[src/rtl/fluid_recv_fifo.sv]
// Fluid (valid/retry) receiver with a small elastic FIFO, occupancy and token counters.
// Optional zero-latency empty-path bypass when FLUID_RECV_BYPASS_EN is defined.
module fluid_recv_fifo #(
  parameter int WIDTH = 3,
  parameter int DEPTH = 4,
  localparam int AW = $clog2(DEPTH)
) (
  input  logic             clk,
  input  logic             reset_n,
  input  logic             in_valid,
  output logic             in_retry,
  input  logic [WIDTH-1:0] in_data,
  output logic             out_valid,
  input  logic             out_retry,
  output logic [WIDTH-1:0] out_data,
  output logic [AW:0]      count,
  output logic [15:0]      tokens_rcvd
);

  localparam logic [AW:0] FULL_CNT = (AW+1)'(DEPTH);

  logic [WIDTH-1:0] mem_q [DEPTH];

  logic [AW-1:0] wr_ptr_q, wr_ptr_d;
  logic [AW-1:0] rd_ptr_q, rd_ptr_d;
  logic [AW:0]   count_q, count_d;
  logic [15:0]   tok_q, tok_d;

  logic full;
  logic empty;
  logic byp;
  logic push;
  logic pop;

  assign full  = (count_q == FULL_CNT);
  assign empty = (count_q == '0);

  // Bypass is gated by reset so out_valid stays low while held in reset.
`ifdef FLUID_RECV_BYPASS_EN
  assign byp = reset_n & empty & in_valid & ~out_retry;
`else
  assign byp = 1'b0;
`endif

  assign push = in_valid & ~full & ~byp;
  assign pop  = ~empty & ~out_retry;

  always_comb begin
    wr_ptr_d = wr_ptr_q;
    rd_ptr_d = rd_ptr_q;
    count_d  = count_q;
    tok_d    = tok_q;
    if (push)
      wr_ptr_d = wr_ptr_q + AW'(1);
    if (pop)
      rd_ptr_d = rd_ptr_q + AW'(1);
    unique case ({push, pop})
      2'b10:   count_d = count_q + (AW+1)'(1);
      2'b01:   count_d = count_q - (AW+1)'(1);
      default: count_d = count_q;
    endcase
    if (push | byp)
      tok_d = tok_q + 16'd1;
  end

  always_ff @(posedge clk or negedge reset_n) begin
    if (!reset_n) begin
      wr_ptr_q <= '0;
      rd_ptr_q <= '0;
      count_q  <= '0;
      tok_q    <= '0;
    end else begin
      wr_ptr_q <= wr_ptr_d;
      rd_ptr_q <= rd_ptr_d;
      count_q  <= count_d;
      tok_q    <= tok_d;
    end
  end

  // Storage is left unreset; only the pointers define what is live.
  always_ff @(posedge clk) begin
    if (push)
      mem_q[wr_ptr_q] <= in_data;
  end

  assign in_retry    = full;
  assign out_valid   = ~empty | byp;
  assign out_data    = byp ? in_data : mem_q[rd_ptr_q];
  assign count       = count_q;
  assign tokens_rcvd = tok_q;

endmodule

[config.mk]
export PLATFORM = sky130hd
export DESIGN_NAME = fluid_recv_fifo
export DESIGN_NICKNAME = d
export VERILOG_FILES = /design/src/rtl/fluid_recv_fifo.sv
export SDC_FILE = /design/constraint.sdc
export NUM_CORES = 1
export LEC_CHECK = 0
export ABC_AREA = 1
export CORE_MARGIN = 2
export CORE_UTILIZATION = 47
export CTS_CLUSTER_SIZE = 10
export DETAILED_ROUTE_END_ITERATION = 10
export MAX_ROUTING_LAYER = met4
export PLACE_DENSITY = 0.75
export SYNTH_ARGS = -nofsm -noshare
export SYNTH_HDL_FRONTEND = slang
export SYNTH_SLANG_ARGS = --single-unit
export TNS_END_PERCENT = 100
[constraint.sdc]
create_clock -name clk -period 1.9 [get_ports clk]
set_input_delay 0.57 -clock clk [delete_from_list [all_inputs] [get_ports clk]]
set_output_delay 0.57 -clock clk [all_outputs]
set_load 0.02 [all_outputs]
==> metrics.csv <==
stage;metric;value;unit
worst_setup_path;reg2reg_depth;9;
placed_design;place_area;2180;um2
worst_setup_path;crit_type;reg2out;
logic_synthesis;ys_ff_latch;35;
timing;post-route-period-util;0.963;
worst_setup_path;critical-path-slowest-cell;clkdlybuf4s50_1;
grt;grt-ovfl-total;0;
detailed_routing;wl;3.06;mm
floorplan;ios;31;
timing;max_freq;546;MHz
logic_synthesis;syn_inst;181;
detailed_routing;drt_iter0_drc;42;
timing;worst_pin_slew;0.299;ns
clock_network;htree_levels;2;
power_and_ir_drop;power.static_leakage;1.15;nW
logic_synthesis;synth_nets;195;
detailed_routing;post-route-drc-count;0;
clock_network;ctsHoldBuffers;0;
worst_setup_path;crit_fanout;3;
timing;maxSlewHeadroom;0.800;
clock_network;insertion_delay;0.28;ns
worst_setup_path;rrSetupSlack;0.15;ns
timing;timing.final.ws_setup;0.0699;ns
finish;final_common_cell;nand2_1;
grt;grt_pass1_wl;5.44;mm
floorplan;initial_core_util;0.483;
finish;area_growth;29.7;%
clock_network;cts_buffers;5;
finish;design_area;2260;um2
floorplan;die_y;64.9;um
outcome;status;completed;
placed_design;hpwl;2.30;mm
worst_setup_path;crit_path_end_kind;output pin;
timing;holdWs;0.503;ns
clock_network;root_buffer;clkbuf_8;
detailed_routing;wl_per_cell;11.1;um
floorplan;rows;22;
placed_design;placed_cells;267;
logic_synthesis;ys_types;23;
placed_design;gp_congestion;0.822;
clock_network;cts_sinks;35;
placed_design;portBuffers;30;
timing;finalClockSkew;0.00676;ns
finish;instances_no_fill;275;
finish;drive_above_1_share;0.172;
floorplan;dieArea;4210;um2
worst_setup_path;crit_arrival;1.26;ns
detailed_routing;drt_first_pass_iters;4;
hold_path;hold_path.class;reg2reg;
timing;setup_viol;0;
grt;grt_pass1_vias;1249;
clock_network;cts_tree;done;
finish;finalNetCount;240;
grt;antenna_found_initial;0;
finish;postLayoutCoreUtil;0.626;
worst_setup_path;critical-path-max-stage-delay;0.61;ns
worst_setup_path;startpoint;count[2]$_DFFE_PN0P_;
timing;min_period;1.83;ns
timing;grt_setup_unrepaired;false;
finish;fillers;299;
finish;multi_input_area;708;um2
worst_setup_path;path_depth;1;
floorplan;die_w;64.9;um
finish;num_antenna_cells;0;
worst_setup_path;cp_num_buf_inv;1;
logic_synthesis;yosysSeqAreaShare;0.538;
worst_setup_path;cp_top_family;buffers and inverters;
worst_setup_path;r2r_start;count[1]$_DFFE_PN0P_;
detailed_routing;drtAntennaViolNets;0;
detailed_routing;viasPerCell;4.62;
logic_synthesis;synthesis.area;1740;um2
worst_setup_path;cp_data_required_time;1.33;ns
worst_setup_path;r2r_end;count[2]$_DFFE_PN0P_;
finish;final_cell_mix;39 x nand2_1, 27 x inv_1, 21 x nor2_1, 20 x dfrtp_1;
worst_setup_path;cp_cell_sequence;clkdlybuf4s50_1;
power_and_ir_drop;ir_drop;0.747;mV
floorplan;coreArea;3610;um2
detailed_routing;vias;1271;
power_and_ir_drop;power.density;1300;nW/um2
timing;hold_viol_final;0;
clock_network;clk_pin_slew;0.07;ns
logic_synthesis;ys_warn_count;0;
clock_network;clock_path_buffers;2;
grt;grt_max_degree;24;
placed_design;post-place-ws;-0.443;ns
grt;grt_use_total;0.175;
timing;drv_slew;0;
flow_run;cap_violations;0;
worst_setup_path;endpoint;count[2];
finish;seq_area;940;um2
logic_synthesis;syn_avg_cell_area;9.62;um2
worst_setup_path;setup.worst_path.start_class;flop;
## Yosys cell counts
cell | number | area, um2
o21ai_0 | 9 | 45.0
fa_1 | 1 | 20.0
edfxtp_1 | 12 | 360
inv_1 | 28 | 105
xor2_1 | 12 | 105
nor2_1 | 21 | 78.8
ha_1 | 6 | 75.1
nor2_4 | 4 | 45.0
nand2_1 | 39 | 146
nor3b_2 | 1 | 12.5
nand3_2 | 1 | 10.0
inv_2 | 1 | 3.75
buf_8 | 1 | 15.0
nand2_2 | 2 | 12.5
nor2_2 | 2 | 12.5
a21oi_1 | 2 | 10.0
dfrtp_1 | 23 | 576
nand2_4 | 1 | 11.3
xnor2_1 | 2 | 17.5
nand4_1 | 2 | 12.5
nand3_1 | 5 | 25.0
o22ai_1 | 3 | 18.8
nand3b_1 | 3 | 22.5
## registers in the layout, summed over array words and instances, names as in the netlist
signal and count:
mem_q 12, rd_ptr_q 2, count 3, wr_ptr_q 2, tokens_rcvd 16
## timing repair
action / 4_1_cts / 5_1_grt
endpoints found under the hold margin: 0 / 0
setup buffers: 0 / 0
endpoints found under the setup margin: 16 / 11
resized for setup: 28 / 12
## how the worst min path moves through the flow
| stage | startpoint | end | cells after the start |
|---|---|---|---|
| after floorplan | reset_n | count[0]$_DFFE_PN0P_ | 0 |
| after global placement | tokens_rcvd[15]$_DFFE_PN0P_ | tokens_rcvd[15]$_DFFE_PN0P_ | 2 |
| after detailed placement | tokens_rcvd[15]$_DFFE_PN0P_ | tokens_rcvd[15]$_DFFE_PN0P_ | 2 |
| after CTS | tokens_rcvd[15]$_DFFE_PN0P_ | tokens_rcvd[15]$_DFFE_PN0P_ | 2 |
| after global routing | tokens_rcvd[9]$_DFFE_PN0P_ | tokens_rcvd[9]$_DFFE_PN0P_ | 1 |
| final | tokens_rcvd[15]$_DFFE_PN0P_ | tokens_rcvd[15]$_DFFE_PN0P_ | 2 |
## routing by layer
layer  vias to the layer above  global-route usage  routed length (um)
li1                        655                   -                   -
met1                       587               0.207                1390
met2                        25               0.285                1500
met3                         4              0.0434                 128
met4                         0              0.0771                  48
met5                         -                   -                   0
## where the power goes
part / switching [mW] / internal [mW] / leakage, nW / total (mW)
Clock: 0.237 / 0.257 / 0.0422 / 0.494
Sequential: 0.177 / 0.990 / 0.387 / 1.17
Combinational: 0.736 / 0.542 / 0.716 / 1.28
Total: 1.15 / 1.79 / 1.15 / 2.94
## stage by stage
| step | setup TNS, ns | power (mW) |
|---|---|---|
| final | 0 | 2.94 |
| after global routing | 0 | 3.20 |
| after CTS | 0 | 2.96 |
| after detailed placement | -1.62 | 2.54 |
| after global placement | -1.26 | 2.50 |
| after floorplan | -0.00688 | 1.98 |
## kinds of logic after synthesis
family	synth area share
and+or+nand+nor	0.224
DFF	0.538
AOI/OAI and AO/OA	0.0424
buffers and inverters	0.0712
adders and majority gates	0.0546
xor gates and xnor gates	0.0705
## cell type report
type | count | share of cell area
repair buffers | 39 | 0.159
well taps | 48 | 0.0266
inverters | 29 | 0.0482
clock buffers | 7 | 0.0338
flip-flops and latches | 35 | 0.416
clock inverters | 1 | 0.00222
multi-input cells | 116 | 0.314
Power figures use the tool's default switching activity.
